--- config.mk ---
export PLATFORM = sky130hd
export DESIGN_NAME = if_fsm
export DESIGN_NICKNAME = d
export VERILOG_FILES = /design/src/rtl/if_fsm.sv
export SDC_FILE = /design/constraint.sdc
export NUM_CORES = 1
export LEC_CHECK = 0
export CORE_UTILIZATION = 60
export CTS_CLUSTER_SIZE = 24
export DETAILED_ROUTE_END_ITERATION = 8
export DONT_BUFFER_PORTS = 1
export PLACE_DENSITY = 0.85
export SYNTH_ARGS = -nofsm -noshare
export SYNTH_HDL_FRONTEND = slang
export SYNTH_SLANG_ARGS = --single-unit
--- constraint.sdc ---
create_clock -name clk -period 8.1 [get_ports clk]
set_input_delay 1.62 -clock clk [delete_from_list [all_inputs] [get_ports clk]]
set_output_delay 1.62 -clock clk [all_outputs]
set_load 0.05 [all_outputs]
--- src/rtl/if_fsm.sv ---
// ============================================================================
// if_fsm : instruction fetch sequencer (opcode, operand and pointer reads,
//          addressing-mode resolution and fall-through PC)
// Revision: 1.0
// ============================================================================
`default_nettype none

module if_fsm (
  input  logic        clk,
  input  logic        rst,
  input  logic        halt,
  input  logic        if_start,
  input  logic [15:0] pc_next,
  input  logic [7:0]  x,
  input  logic [7:0]  y,
  output logic [15:0] if_mem_addr,
  output logic        if_mem_read_en,
  input  logic [7:0]  mem_data_in,
  output logic [7:0]  dec_opcode,
  input  logic [3:0]  dec_mode,
  input  logic [7:0]  dec_simple_op,
  input  logic [3:0]  dec_alu_op,
  input  logic [2:0]  dec_store_flag,
  input  logic [1:0]  dec_reg_load_flag,
  input  logic        dec_mem_load_flag,
  output logic        if_ready,
  output logic [15:0] if_addr_in,
  output logic [15:0] if_pc_next,
  output logic [7:0]  simple_op,
  output logic [3:0]  alu_op_in,
  output logic [2:0]  store_flag,
  output logic [1:0]  reg_load_flag,
  output logic        mem_load_flag,
  output logic        immediate_flag
);

  localparam logic [3:0] c_MODE_IMP  = 4'd0;
  localparam logic [3:0] c_MODE_ACC  = 4'd1;
  localparam logic [3:0] c_MODE_IMM  = 4'd2;
  localparam logic [3:0] c_MODE_ZP   = 4'd3;
  localparam logic [3:0] c_MODE_ZPX  = 4'd4;
  localparam logic [3:0] c_MODE_ZPY  = 4'd5;
  localparam logic [3:0] c_MODE_ABS  = 4'd6;
  localparam logic [3:0] c_MODE_ABSX = 4'd7;
  localparam logic [3:0] c_MODE_ABSY = 4'd8;
  localparam logic [3:0] c_MODE_IND  = 4'd9;
  localparam logic [3:0] c_MODE_INDX = 4'd10;
  localparam logic [3:0] c_MODE_INDY = 4'd11;
  localparam logic [3:0] c_MODE_REL  = 4'd12;

  // The read address/strobe are registered on the IDLE (start) and TAKE edges,
  // so "issue" is an action of those edges rather than a resident state.
  typedef enum logic [2:0] {
    S_IDLE = 3'd0,
    S_WAIT = 3'd1,
    S_TAKE = 3'd2,
    S_DONE = 3'd3
  } state_t;

  typedef enum logic [2:0] {
    T_OPC = 3'd0,
    T_LO  = 3'd1,
    T_HI  = 3'd2,
    T_PLO = 3'd3,
    T_PHI = 3'd4
  } step_t;

  state_t      r_state;
  step_t       r_step;
  logic [15:0] r_base;
  logic [7:0]  r_opcode;
  logic [7:0]  r_lo;
  logic [7:0]  r_hi;
  logic [7:0]  r_plo;
  logic [7:0]  r_phi;

  logic        w_take_opc;
  logic [3:0]  w_mode;
  logic [1:0]  w_nops;
  logic [7:0]  w_data_x;
  logic [7:0]  w_lo_1;
  logic [7:0]  w_lo_x;
  logic [7:0]  w_lo_x1;
  logic [7:0]  w_lo_y;
  logic        w_more;
  logic [15:0] w_next_addr;
  step_t       w_next_step;
  logic [15:0] w_pc_nx;
  logic [15:0] w_abs;
  logic [15:0] w_ptr;
  logic [15:0] w_result;

  // While the opcode byte is being taken, the ROM is fed straight from the bus
  // so the operand read can be chosen on the same edge as the capture.
  assign w_take_opc = (r_state == S_TAKE) && (r_step == T_OPC);
  assign dec_opcode = w_take_opc ? mem_data_in : r_opcode;

  assign w_mode   = (dec_mode > c_MODE_REL) ? c_MODE_IMP : dec_mode;
  assign w_data_x = mem_data_in + x;
  assign w_lo_1   = r_lo + 8'd1;
  assign w_lo_x   = r_lo + x;
  assign w_lo_x1  = w_lo_x + 8'd1;
  assign w_lo_y   = r_lo + y;
  assign w_pc_nx  = r_base + 16'd1 + {14'd0, w_nops};
  assign w_abs    = {r_hi, r_lo};
  assign w_ptr    = {r_phi, r_plo};

  always_comb begin
    w_nops = 2'd0;
    case (w_mode)
      c_MODE_IMM, c_MODE_ZP, c_MODE_ZPX, c_MODE_ZPY,
      c_MODE_INDX, c_MODE_INDY, c_MODE_REL:          w_nops = 2'd1;
      c_MODE_ABS, c_MODE_ABSX, c_MODE_ABSY, c_MODE_IND: w_nops = 2'd2;
      default:                                        w_nops = 2'd0;
    endcase
  end

  always_comb begin
    w_more      = 1'b0;
    w_next_addr = 16'h0000;
    w_next_step = T_OPC;
    case (r_step)
      T_OPC: begin
        if (w_nops != 2'd0) begin
          w_more      = 1'b1;
          w_next_addr = r_base + 16'd1;
          w_next_step = T_LO;
        end
      end
      T_LO: begin
        if (w_nops == 2'd2) begin
          w_more      = 1'b1;
          w_next_addr = r_base + 16'd2;
          w_next_step = T_HI;
        end else if (w_mode == c_MODE_INDX) begin
          w_more      = 1'b1;
          w_next_addr = {8'h00, w_data_x};
          w_next_step = T_PLO;
        end else if (w_mode == c_MODE_INDY) begin
          w_more      = 1'b1;
          w_next_addr = {8'h00, mem_data_in};
          w_next_step = T_PLO;
        end
      end
      T_HI: begin
        if (w_mode == c_MODE_IND) begin
          w_more      = 1'b1;
          w_next_addr = {mem_data_in, r_lo};
          w_next_step = T_PLO;
        end
      end
      T_PLO: begin
        // Pointer high byte never carries into the next page.
        w_more      = 1'b1;
        w_next_step = T_PHI;
        if (w_mode == c_MODE_IND)
          w_next_addr = {r_hi, w_lo_1};
        else if (w_mode == c_MODE_INDX)
          w_next_addr = {8'h00, w_lo_x1};
        else
          w_next_addr = {8'h00, w_lo_1};
      end
      default: w_more = 1'b0;
    endcase
  end

  always_comb begin
    w_result = 16'h0000;
    case (w_mode)
      c_MODE_IMM, c_MODE_ZP:    w_result = {8'h00, r_lo};
      c_MODE_ZPX:               w_result = {8'h00, w_lo_x};
      c_MODE_ZPY:               w_result = {8'h00, w_lo_y};
      c_MODE_ABS:               w_result = w_abs;
      c_MODE_ABSX:              w_result = w_abs + {8'h00, x};
      c_MODE_ABSY:              w_result = w_abs + {8'h00, y};
      c_MODE_IND, c_MODE_INDX:  w_result = w_ptr;
      c_MODE_INDY:              w_result = w_ptr + {8'h00, y};
      c_MODE_REL:               w_result = w_pc_nx + {{8{r_lo[7]}}, r_lo};
      default:                  w_result = 16'h0000;
    endcase
  end

  always_ff @(posedge clk) begin
    if (!rst) begin
      r_state        <= S_IDLE;
      r_step         <= T_OPC;
      r_base         <= 16'h0000;
      r_opcode       <= 8'h00;
      r_lo           <= 8'h00;
      r_hi           <= 8'h00;
      r_plo          <= 8'h00;
      r_phi          <= 8'h00;
      if_mem_addr    <= 16'h0000;
      if_mem_read_en <= 1'b0;
      if_ready       <= 1'b0;
      if_addr_in     <= 16'h0000;
      if_pc_next     <= 16'h0000;
      simple_op      <= 8'h00;
      alu_op_in      <= 4'h0;
      store_flag     <= 3'h0;
      reg_load_flag  <= 2'h0;
      mem_load_flag  <= 1'b0;
      immediate_flag <= 1'b0;
    end else if (!halt) begin
      case (r_state)
        S_IDLE: begin
          if (if_start) begin
            if_ready       <= 1'b0;
            r_base         <= pc_next;
            if_mem_addr    <= pc_next;
            if_mem_read_en <= 1'b1;
            r_step         <= T_OPC;
            r_state        <= S_WAIT;
          end
        end
        S_WAIT: begin
          if_mem_read_en <= 1'b0;
          r_state        <= S_TAKE;
        end
        S_TAKE: begin
          case (r_step)
            T_OPC:   r_opcode <= mem_data_in;
            T_LO:    r_lo     <= mem_data_in;
            T_HI:    r_hi     <= mem_data_in;
            T_PLO:   r_plo    <= mem_data_in;
            T_PHI:   r_phi    <= mem_data_in;
            default: r_phi    <= r_phi;
          endcase
          if (w_more) begin
            if_mem_addr    <= w_next_addr;
            if_mem_read_en <= 1'b1;
            r_step         <= w_next_step;
            r_state        <= S_WAIT;
          end else begin
            r_state        <= S_DONE;
          end
        end
        S_DONE: begin
          if_addr_in     <= w_result;
          if_pc_next     <= w_pc_nx;
          simple_op      <= dec_simple_op;
          alu_op_in      <= dec_alu_op;
          store_flag     <= dec_store_flag;
          reg_load_flag  <= dec_reg_load_flag;
          mem_load_flag  <= dec_mem_load_flag;
          immediate_flag <= (w_mode == c_MODE_IMM);
          if_ready       <= 1'b1;
          r_state        <= S_IDLE;
        end
        default: r_state <= S_IDLE;
      endcase
    end
  end

endmodule

`default_nettype wire
# Word level (Yosys, flattened, before mapping)

Memories as Yosys holds them, arrays and structs flattened.
Index checks and enable logic that the tools add are counted.

Magnitude comparators: 1
Bitwise gates (word level): 1
Eq/ne operators: 21
Mux-type cells: 37
Reduce and logical (&&, ||, !) cells: 20
$add $sub $neg: 12

Operators by type and width:

| cell                                                | number |
|---|---|
| case mux 16 bit (9 select lines)                    | 1 |
| two-way mux 16 bit                                  | 6 |
| case mux 16 bit (4 select lines)                    | 1 |
| adder 16 x 8 -> 16 bit                              | 3 |
| two-way mux 8 bit                                   | 4 |
| case mux 16 bit (2 select lines)                    | 1 |
| adder 8 bit                                         | 3 |
| AND reduction 3 bit                                 | 7 |
| equality test 4 bit, second input constant          | 5 |
| adder 16 x 1 -> 16 bit, second input constant       | 1 |
| adder 16 bit                                        | 1 |
| adder 16 x 2 -> 16 bit                              | 1 |
| adder 16 x 2 -> 16 bit, second input constant       | 1 |
| adder 8 x 1 -> 8 bit, second input constant         | 2 |
| equality test 4 x 3 -> 1 bit, second input constant | 4 |
| equality test 3 x 2 -> 1 bit, second input constant | 4 |
| case mux 3 bit (4 select lines)                     | 1 |
| two-way mux 2 bit                                   | 5 |
| two-way mux 1 bit                                   | 9 |
| two-way mux 3 bit                                   | 3 |
| case mux 3 bit (3 select lines)                     | 1 |
| equality test 4 x 2 -> 1 bit, second input constant | 2 |
| AND reduction 4 bit                                 | 2 |
| equality test 3 x 1 -> 1 bit, second input constant | 2 |
| other kinds (16)                                    | 22 |

Output and inout port bits: 77
Input port bits: 66
Memory bits (read-only): 32
Memories: 1
Flip-flop bits (word level): 131

Memories:

| name             | depth | width | read ports | clocked after memory_dff | write ports | RTL line | RTL |
|---|---|---|---|---|---|---|---|
| (name not given) | 16    | 2     | 1          | 0                        | 0           | 110      | `case (w_mode)` |

# Longest topological paths before layout

Gate-level depths: netlist of run 1.

Depth after elaboration: 9
Gate-level depth with buffers: 23
Gate-level depth less buffers: 21

# Worst setup path before layout of run 1

No wires, ideal clock.

Kind: in2reg
Start: input port dec_mode[0]
End: register if_addr_in[15]
Path buffers: 2
Arrival: 5.644 ns
Stages on the path: 22
Required time: 8.038 ns
Setup slack: 2.394 ns
Cell sequence: clkbuf_1 -> clkbuf_1 -> o21ai_0 -> nand2_1 -> ha_1 -> a21oi_1 -> nor2_1 -> ha_1 -> inv_1 -> a41o_1 -> a221oi_1 -> nand3_1 -> xor2_1 -> ha_1 -> nand2_1 -> a2111oi_0 -> a22oi_1 -> a21oi_1 -> a21o_1 -> a21oi_1 -> or3_1 -> nand3_1

Longest elaborated chain between the ends: 6
Elaborated cells on any way between the ends: 19
Those cells by class: add/sub (2); order compare (1); eq/ne (11); mux (2); reduce/logical (2); memory (1)

Ends and longest elaborated chain:

| what                                 | RTL line | RTL |
|---|---|---|
| from (decl)                          | 20       | `input logic [3:0] dec_mode,` |
| greater-than comparator 4 bit        | 98       | `assign w_mode = (dec_mode > c_MODE_REL) ? c_MODE_IMP : dec_mode;` |
| two-way mux 4 bit (*)                | 98       |  |
| memory (16 x 2 bit) (*)              | -        |  |
| adder 16 x 2 -> 16 bit (*)           | 104      | `assign w_pc_nx = r_base + 16'd1 + {14'd0, w_nops};` |
| via w_pc_nx[7]                       | 88       | `logic [15:0] w_pc_nx;` |
| adder 16 bit (*)                     | 178      | `c_MODE_REL: w_result = w_pc_nx + {{8{r_lo[7]}}, r_lo};` |
| case mux 16 bit (9 select lines) (*) | 169      | `case (w_mode)` |
| to (signal assigned)                 | 239      | `if_addr_in <= w_result;` |
| to (decl)                            | 27       | `output logic [15:0] if_addr_in,` |

Mark *: on every way through the listed nets, which the timed path passes. The rest lies on a longest branch.
A chain may end at the register's enable or synchronous reset.

# Final worst setup path of run 1

Ends and elaborated chain as after synthesis.

==> results of run 1 <==
[power groups by stage]
stage / Combinational [mW] / Sequential, mW / Clock [mW]
final: 0.194 / 0.698 / 0.841
after global routing: 0.209 / 0.700 / 0.876
after CTS: 0.190 / 0.697 / 0.845
after detailed placement: 0.187 / 0.711 / 0
after global placement: 0.184 / 0.711 / 0
after floorplan: 0.162 / 0.702 / 0
[flip-flops by register name, summed over array words and instances (netlist names)]
name / cells
mem_load_flag: 1
store_flag: 3
if_addr_in: 16
immediate_flag: 1
simple_op: 8
r_step: 3
if_ready: 1
r_state: 2
r_lo: 8
r_plo: 8
reg_load_flag: 2
alu_op_in: 4
r_hi: 8
if_mem_addr: 16
r_base: 16
r_phi: 8
if_mem_read_en: 1
r_opcode: 8
if_pc_next: 16
[cell usage in the layout (no fill, tap or decap), drive strengths merged, types with 18 or more instances in the layout]
cell type  count
mux2i         56
nand3         43
a21boi        58
a222oi        20
nand2        226
nor2b         28
o21ai         46
nor2          90
ha            57
dfxtp        130
a21oi         59
clkbuf        18
nor3          21
xnor2         57
inv           35
xor2          41
[cell families after synthesis]
group | share of synthesized area, %
AND/OR/NAND/NOR | 23.34
flip-flops | 26.12
multiplexers | 6.644
buffers and inverters | 4.697
AO/OA/AOI/OAI | 22.19
adder cells (fa/ha/maj) | 8.164
XOR/XNOR | 8.842
[tightest hold or removal path: stages (launching register included)]
cell and delay (ns):
dfxtp_1 0.32, mux2i_1 0.06, nor2_1 0.07
[metrics by stage]
step	util (%)	hold WS, ns
finish	65.89	0.4917
detailed placement	61.91	0.4819
global route	65.89	0.5327
floorplan	-	0.4561
CTS	65.89	0.4974
global placement	61.91	0.4686
[path summary, 6_finish.rpt]
path | startpoint | end | slack (ns) | cells past startpoint
hold reg to reg | r_opcode[2]$_SDFFE_PN0P_ | r_opcode[2]$_SDFFE_PN0P_ | 0.49 | 2
hold / removal | r_opcode[2]$_SDFFE_PN0P_ | r_opcode[2]$_SDFFE_PN0P_ | 0.49 | 2
setup reg to reg | r_base[2]$_SDFFE_PN0P_ | if_addr_in[15]$_SDFFE_PN0P_ | 3.52 | 15
setup / recovery | dec_mode[0] | if_addr_in[15]$_SDFFE_PN0P_ | 2.60 | 20
[per-layer routing]
metal  vias up  wire length, µm  part of all wire, %
li1       4466                -                    -
met1      4472            12170                   39
met2       635            13610                   44
met3       126             3891                   12
met4         0             1596                  5.1
met5         -                0                    0
[area by class of cell]
class | instances | area share (%)
Inverter | 31 | 1.100
Clock buffer | 18 | 4.151
Clock inverter | 14 | 1.880
Timing Repair Buffer | 6 | 0.4257
Sequential cell | 130 | 24.60
Tap cell | 216 | 2.554
Multi-Input combinational cell | 1037 | 65.29
==> impl_metrics.py, run 1 <==
metrics = {
    "cts": {
        "numCtsBuffers": 17,
        "cts_hold_buf": 0,
        "htreeDepth": 4,
        "clock_sinks": 130,
        "cts_resized": 0,
        "clk_latency_ns": 0.42,
        "post_cts_buffers": 0,
        "cts_tree": "yes",
        "clock-root-buffer": "clkbuf_16",
        "cts_buffer_depth": 2,
        "clk_pin_slew_ns": 0.06,
    },
    "setup_path": {
        "critPathTopFamily": "compound AO/OA/AOI/OAI gates",
        "endpoint_kind": "flip-flop",
        "arrival_ns": 5.87,
        "worstPathCellList": "o21ai_0, nand2_1, ha_1, a21oi_1, nor2_1, ha_1, inv_1, a41o_1, a221oi_1, nand3_1, xor2_1, ha_1, nand2_1, a2111oi_0, a22oi_1, a21oi_1, a21o_1, a21oi_1, or3_1, nand3_1",
        "path_max_fanout": 25,
        "max_stage_delay_ns": 0.51,
        "critPathBufInv": 1,
        "cp.required_ns": 8.47,
        "critical_path_class": "in -> reg",
        "critPathLaunchType": "primary input",
        "cpMaxStageDelayCell": "a221oi_1",
    },
    "floorplan": {
        "die-area_um2": 17120,
        "dieHeight_um": 130.9,
        "ioPinCount": 143,
        "start_util_pct": 62.04,
        "core_um2": 16060,
        "die_x_um": 130.9,
        "rows": 46,
    },
    "power": {
        "power.switching_uw": 476.8,
        "p_seq_share_pct": 40.3,
        "internal_power_mw": 1.256,
        "p_leak_nw": 4.067,
        "ir_worst_vdd_mv": 0.1553,
        "clockPowerShare_pct": 48.5,
        "power_frac_comb_pct": 11.2,
        "switching_share_pct": 27.52,
        "p_total_mw": 1.732,
        "power.density_nw_per_um2": 163.7,
    },
    "flow_run": {
        "cap_violations": 0,
    },
    "run_status": {
        "violations": "design-rule violations",
        "outcome": "finished, violations left",
    },
    "placed_design": {
        "detailed_place.area_um2": 9942,
        "gp_congestion": 0.9941,
        "pre_cts_ws_ns": 2.292,
        "place_inst": 1420,
        "dp_hpwl_um": 22560,
        "port_buffers": 0,
    },
    "timing": {
        "finalHoldViolations": 0,
        "fmax_mhz": 181.9,
        "finalCritPeriodShare_pct": 67.88,
        "final_max_slew_viol_count": 0,
        "skew_ns": 0.01214,
        "tightestPinTransition_ns": 1.208,
        "rsz0062_at_grt": "no",
        "fin_ws_ns": 2.601,
        "max-slew-margin-rel_pct": 19.28,
        "period_needed_ns": 5.499,
        "timing.setup.tns_ns": 0,
        "setup_viol": 0,
    },
    "logic_synthesis": {
        "yosys_warnings": 0,
        "synth_nets": 1409,
        "ys_seq_area_share_pct": 26.12,
        "synthCells": 1281,
        "synthDistinctLibCells": 80,
        "syn_avg_cell_area_um2": 7.777,
        "synth_common_cells": "nand2_1, dfxtp_1, nor2_1",
        "synth_top_area_share_pct": 26.12,
        "synthTopCellsByArea": "dfxtp_1, nand2_1, ha_1, mux2i_1, xnor2_1",
        "async_reset_ff_share_pct": 0,
        "synth_edf_count": 0,
        "synth_top_area_cell": "dfxtp_1",
        "synth-seq-cells": 130,
        "netlist_area_um2": 9962,
        "yosysMostFrequentCell": "nand2_1",
        "synth-main-ff-cell": "dfxtp_1",
    },
    "detailed_routing": {
        "viasPerCell": 6.680,
        "wl_per_cell_um": 21.54,
        "wl_um": 31270,
        "dr.first_iter.drc_count": 1260,
        "drc_errors": 2,
        "dr.pass1.iters": 9,
        "ant_nets": 0,
        "via_count": 9699,
    },
    "grt": {
        "grt-ovfl-total": 0,
        "met2_usage_pct": 56.55,
        "grt_pass1_wl_um": 48090,
        "grt_max_degree": 97,
        "track_usage_pct": 36.97,
        "grt_pass1_vias": 8911,
        "antenna_found_initial": 0,
        "busiest_layer": "met2",
        "use_met1_pct": 47.46,
        "use_met3_pct": 9.202,
    },
    "final_layout": {
        "multi_input_area_um2": 6908,
        "seq_area_um2": 2603,
        "diodes": 0,
        "final_nets": 1351,
        "design_area_um2": 10580,
        "fillers": 1359,
        "stdcell_count": 1452,
        "area_delta_synth_final_pct": 6.204,
        "drive_gt1_share_pct": 5.663,
    },
    "min_path": {
        "hp-class": "reg -> reg",
    },
}
(Power assumes the default switching activity.)
==> run 2: changes to the inputs <==
--- a/config.mk
+++ b/config.mk
@@ -5,11 +5,11 @@
 export SDC_FILE = /design/constraint.sdc
 export NUM_CORES = 1
 export LEC_CHECK = 0
-export CORE_UTILIZATION = 60
+export CORE_UTILIZATION = 59
 export CTS_CLUSTER_SIZE = 24
 export DETAILED_ROUTE_END_ITERATION = 8
 export DONT_BUFFER_PORTS = 1
-export PLACE_DENSITY = 0.85
+export PLACE_DENSITY = 0.87
 export SYNTH_ARGS = -nofsm -noshare
 export SYNTH_HDL_FRONTEND = slang
 export SYNTH_SLANG_ARGS = --single-unit
==> constraint.sdc (replaced) <==
create_clock -name clk -period 5 [get_ports clk]
set_input_delay 1 -clock clk [delete_from_list [all_inputs] [get_ports clk]]
set_output_delay 1 -clock clk [all_outputs]
set_load 0.05 [all_outputs]
==> impl_metrics.py, run 2 (same netlist as run 1, synthesis figures left out) <==
metrics = {
    "setup_path": {
        "endpoint_kind": "flip-flop",
        "cp-startpoint": "dec_mode[0]",
        "critPathLaunchType": "primary input",
        "worstPathCellList": "o21ai_0, nand2_1, ha_1, a31oi_1, xnor2_1, ha_1, o21bai_1, inv_1, o21ai_0, xor2_1, ha_1, o21ai_0, a2111oi_0, a22oi_1, a21oi_1, a21o_1, a21oi_1, or3_1, nand3_1",
        "arrival_ns": 5.05,
        "critPathCapture": "if_addr_in[15]$_SDFFE_PN0P_",
        "max_stage_delay_ns": 0.44,
        "cpMaxStageDelayCell": "a2111oi_0",
        "r2r-start": "r_base[2]$_SDFFE_PN0P_",
        "ff2ff_path_depth": 16,
        "rr_endpoint": "if_addr_in[15]$_SDFFE_PN0P_",
        "critical_path_class": "in -> reg",
        "path_max_fanout": 25,
        "cp.required_ns": 5.37,
        "r2r_setup_slack_ns": 0.72,
    },
    "placed_design": {
        "dp_hpwl_um": 22800,
        "place_inst": 1437,
        "port_buffers": 0,
        "gp_congestion": 1.003,
    },
    "floorplan": {
        "start_util_pct": 60.29,
        "core_um2": 16520,
        "rows": 47,
        "ioPinCount": 143,
        "die_x_um": 131.9,
        "die-area_um2": 17410,
        "dieHeight_um": 131.9,
    },
    "timing": {
        "finalCritPeriodShare_pct": 93.55,
        "fmax_mhz": 213.8,
        "tightestPinTransition_ns": 1.212,
        "period_needed_ns": 4.678,
        "setup_viol": 0,
        "final_max_slew_viol_count": 0,
        "finalHoldViolations": 0,
        "skew_ns": 0.01181,
        "timing.setup.tns_ns": 0,
        "max-slew-margin-rel_pct": 19.02,
        "rsz0062_at_grt": "no",
    },
    "min_path": {
        "hp-class": "reg -> reg",
    },
    "final_layout": {
        "stdcell_count": 1469,
        "final_cell_mix": "nand2_1, dfxtp_1, nor2_1, a21oi_1, a21boi_0",
        "fillers": 1446,
        "area_delta_synth_final_pct": 6.632,
        "diodes": 0,
        "layout_commonest_cell": "nand2_1",
        "drive_gt1_share_pct": 6.725,
        "final_nets": 1364,
    },
    "cts": {
        "numCtsBuffers": 17,
        "post_cts_buffers": 0,
        "cts_resized": 0,
        "htreeDepth": 4,
        "cts_tree": "yes",
        "cts_buffer_depth": 2,
        "clock_sinks": 130,
        "clk_pin_slew_ns": 0.06,
        "clk_latency_ns": 0.43,
        "clock-root-buffer": "clkbuf_16",
        "cts_hold_buf": 0,
    },
    "grt": {
        "met2_usage_pct": 55.47,
        "grt-ovfl-total": 0,
        "grt_max_degree": 97,
        "grt_pass1_vias": 9176,
        "busiest_layer": "met2",
        "track_usage_pct": 36.13,
        "antenna_found_initial": 0,
        "grt_pass1_wl_um": 49330,
        "use_met1_pct": 46.71,
        "use_met3_pct": 8.535,
    },
    "detailed_routing": {
        "wl_um": 31710,
        "wl_per_cell_um": 21.59,
        "dr.pass1.iters": 9,
        "ant_nets": 0,
        "dr.first_iter.drc_count": 1303,
        "via_count": 9862,
        "drc_errors": 0,
        "viasPerCell": 6.713,
    },
    "power": {
        "clockPowerShare_pct": 45.7,
        "p_seq_share_pct": 42.2,
        "switching_share_pct": 29.47,
        "power_frac_comb_pct": 12.1,
        "p_leak_nw": 4.093,
        "ir_worst_vdd_mv": 0.2386,
        "internal_power_mw": 1.886,
        "power.density_nw_per_um2": 251.8,
        "power.switching_uw": 788.3,
    },
    "run_status": {
        "outcome": "finished clean",
    },
    "flow_run": {
        "cap_violations": 0,
    },
}
run 2: per-stage QoR:
stage                     worst slack (ns)  hold slack [ns]  power, mW  area [µm²]  utilization [%]
after floorplan                    0.02378           0.4561      1.402        9970                -
after global placement              0.1769           0.4693      1.452       10060            60.85
after detailed placement            0.1013           0.4783      1.463       10060            60.85
after CTS                           0.5306           0.4944      2.669       10620            64.28
after global routing               0.05412           0.5098      2.750       10620            64.28
final                               0.3223           0.4930      2.674       10620            64.28
run 2: metal layers:
layer  part of all wire (%)  up-vias
li1                       -     4488
met1                     39     4561
met2                     43      670
met3                     13      143
met4                    5.7        0
met5                      0        -
run 2: how the worst min path moves through the flow:
stage | startpoint | cells past startpoint | end | slack, ns
CTS | r_opcode[4]$_SDFFE_PN0P_ | 2 | r_opcode[4]$_SDFFE_PN0P_ | 0.49
global route | r_opcode[6]$_SDFFE_PN0P_ | 2 | r_opcode[6]$_SDFFE_PN0P_ | 0.51
finish | r_opcode[6]$_SDFFE_PN0P_ | 2 | r_opcode[6]$_SDFFE_PN0P_ | 0.49
detailed placement | r_opcode[4]$_SDFFE_PN0P_ | 2 | r_opcode[4]$_SDFFE_PN0P_ | 0.48
floorplan | r_opcode[0]$_SDFFE_PN0P_ | 2 | r_opcode[0]$_SDFFE_PN0P_ | 0.46
global placement | r_opcode[6]$_SDFFE_PN0P_ | 2 | r_opcode[6]$_SDFFE_PN0P_ | 0.47
run 2: power by group through the flow:
stage               Clock (mW)  Combinational [mW]  Sequential (mW)
floorplan                    0               0.264             1.14
global placement             0               0.303             1.15
detailed placement           0               0.312             1.15
CTS                       1.22               0.316             1.13
global route              1.27               0.348             1.13
finish                    1.22               0.324             1.13
run 2: area by class of cell:
type / count / area (µm²) / share of cell area [%]
Clock buffer: 19 / 442.9 / 4.170
Clock inverter: 13 / 123.9 / 1.166
Inverter: 31 / 116.4 / 1.095
Tap cell: 220 / 275.3 / 2.591
Multi-Input combinational cell: 1037 / 6919 / 65.14
Timing Repair Buffer: 19 / 142.6 / 1.343
Sequential cell: 130 / 2603 / 24.50
run 2: worst max-delay path, delay by kind of cell:
kind | cells | cell delay (ns)
simple gates | 3 | 0.49
xor+xnor | 2 | 0.49
compound gates | 10 | 2.29
fa+ha+maj | 3 | 0.67
buf+inv | 1 | 0.09
==> run 3: changes to the inputs <==
==> config.mk (replaced) <==
export PLATFORM = sky130hd
export DESIGN_NAME = if_fsm
export DESIGN_NICKNAME = d
export VERILOG_FILES = /design/src/rtl/if_fsm.sv
export SDC_FILE = /design/constraint.sdc
export NUM_CORES = 1
export LEC_CHECK = 0
export CORE_UTILIZATION = 55
export CTS_CLUSTER_SIZE = 14
export DETAILED_ROUTE_END_ITERATION = 8
export DONT_BUFFER_PORTS = 1
export PLACE_DENSITY = 0.82
export SYNTH_ARGS = -nofsm -noshare
export SYNTH_HDL_FRONTEND = slang
export SYNTH_SLANG_ARGS = --single-unit
==> impl_metrics.py, run 3 (same netlist as run 1, synthesis figures left out) <==
metrics = {
    "run_status": {
        "outcome": "finished clean",
    },
    "setup_path": {
        "cp-startpoint": "dec_mode[0]",
        "cp.required_ns": 5.37,
        "path_max_fanout": 25,
        "r2r-start": "r_base[2]$_SDFFE_PN0P_",
        "r2r_setup_slack_ns": 0.67,
        "critical_path_class": "in -> reg",
        "critPathLaunchType": "primary input",
        "arrival_ns": 4.87,
        "ff2ff_path_depth": 16,
        "endpoint_kind": "flip-flop",
    },
    "floorplan": {
        "start_util_pct": 57.00,
        "die_x_um": 136.6,
        "ioPinCount": 143,
        "core_um2": 17480,
        "rows": 48,
        "dieHeight_um": 136.6,
        "die-area_um2": 18660,
    },
    "final_layout": {
        "drive_gt1_share_pct": 6.725,
        "area_delta_synth_final_pct": 6.707,
        "fillers": 1507,
        "diodes": 0,
        "final_nets": 1364,
        "design_area_um2": 10630,
        "final_cell_mix": "nand2_1, dfxtp_1, nor2_1, a21oi_1, a21boi_0",
        "layout_commonest_cell": "nand2_1",
    },
    "timing": {
        "timing.setup.tns_ns": 0,
        "rsz0062_at_grt": "no",
        "skew_ns": 0.009191,
        "tightestPinTransition_ns": 1.234,
        "setup_viol": 0,
        "max-slew-margin-rel_pct": 17.43,
        "final_max_slew_viol_count": 0,
        "period_needed_ns": 4.509,
        "finalHoldViolations": 0,
        "fmax_mhz": 221.8,
        "finalCritPeriodShare_pct": 90.17,
    },
    "detailed_routing": {
        "ant_nets": 0,
        "dr.pass1.iters": 8,
        "wl_per_cell_um": 21.27,
        "dr.first_iter.drc_count": 1475,
        "wl_um": 31350,
        "via_count": 9755,
        "drc_errors": 0,
        "viasPerCell": 6.618,
    },
    "min_path": {
        "hp-class": "reg -> reg",
        "holdPathStages": 2,
        "hold_start": "r_opcode[1]$_SDFFE_PN0P_",
    },
    "power": {
        "power.density_nw_per_um2": 251.7,
        "ir_worst_vdd_mv": 0.2757,
        "p_leak_nw": 4.096,
    },
    "grt": {
        "grt_pass1_wl_um": 47750,
        "grt_pass1_vias": 8968,
        "track_usage_pct": 33.57,
        "antenna_found_initial": 0,
        "grt_max_degree": 97,
        "grt-ovfl-total": 0,
    },
    "placed_design": {
        "gp_congestion": 1.001,
        "dp_hpwl_um": 22950,
        "port_buffers": 0,
        "detailed_place.area_um2": 10060,
    },
    "cts": {
        "clk_pin_slew_ns": 0.06,
        "post_cts_buffers": 0,
        "cts_hold_buf": 0,
        "htreeDepth": 4,
        "cts_buffer_depth": 2,
        "clock-root-buffer": "clkbuf_16",
        "clock_sinks": 130,
        "cts_resized": 0,
        "clk_latency_ns": 0.43,
        "numCtsBuffers": 17,
        "cts_tree": "yes",
    },
    "flow_run": {
        "cap_violations": 0,
    },
}
-- run 3: changes by cell type in the layout (fill, tap and decap cells not counted) --
cell        before  now
clkbuf_1         1    0
clkbuf_8         1    3
clkinv_2         2    4
clkinv_4         2    1
clkinvlp_4       3    4
inv_6            5    2
nor3_1          18   19
nor3_2           3    2
-- run 3: layout make-up --
type / instances / area (µm²) / share of cell area [%]
sequential: 130 / 2603 / 24.48
multi-input combinational: 1037 / 6914 / 65.04
inverter: 31 / 116.4 / 1.095
clock inverter: 12 / 106.4 / 1.000
tap: 225 / 281.5 / 2.648
clock buffer: 20 / 466.7 / 4.390
timing repair buffer: 19 / 142.6 / 1.342
-- run 3: power by group --
group          internal [mW]  switching [mW]
clock network          0.723           0.507
registers               1.06          0.0710
logic                  0.124           0.193
-- run 3: worst paths after layout --
check                           endpoint
max reg2reg  if_addr_in[15]$_SDFFE_PN0P_
max          if_addr_in[15]$_SDFFE_PN0P_
min             r_opcode[1]$_SDFFE_PN0P_
min reg2reg     r_opcode[1]$_SDFFE_PN0P_
-- run 3: critical path, cell delays in order --
cell	delay, ns
o21ai_0	0.13
nand2_1	0.07
ha_1	0.29
a21oi_1	0.07
nor2_1	0.12
ha_1	0.19
inv_1	0.05
a41o_1	0.20
a221oi_2	0.37
nand3_1	0.25
nor2_1	0.21
xnor2_1	0.14
ha_1	0.34
nand2_1	0.06
a2111oi_0	0.29
a22oi_1	0.19
a21oi_1	0.23
a21o_1	0.14
a21oi_1	0.08
or3_1	0.36
nand3_1	0.09
-- run 3: routing by layer --
metal,vias up,GRT usage [%],part of all wire [%]
li1,4504,-,-
met1,4524,43.08,40
met2,606,51.75,44
met3,121,8.185,11
met4,0,17.84,4.7
met5,-,0,0
-- run 3: through the flow --
stage / util, % / hold slack [ns] / worst slack, ns / total power, mW / cells
after floorplan: - / 0.4561 / 0.02378 / 1.402 / 1281
after global placement: 57.55 / 0.4689 / 0.1995 / 1.451 / 1442
after detailed placement: 57.55 / 0.4836 / 0.1259 / 1.458 / 1442
after CTS: 60.82 / 0.4974 / 0.5720 / 2.673 / 1474
after global routing: 60.82 / 0.5382 / 0.1286 / 2.754 / 1474
final: 60.82 / 0.4966 / 0.4914 / 2.675 / 1474
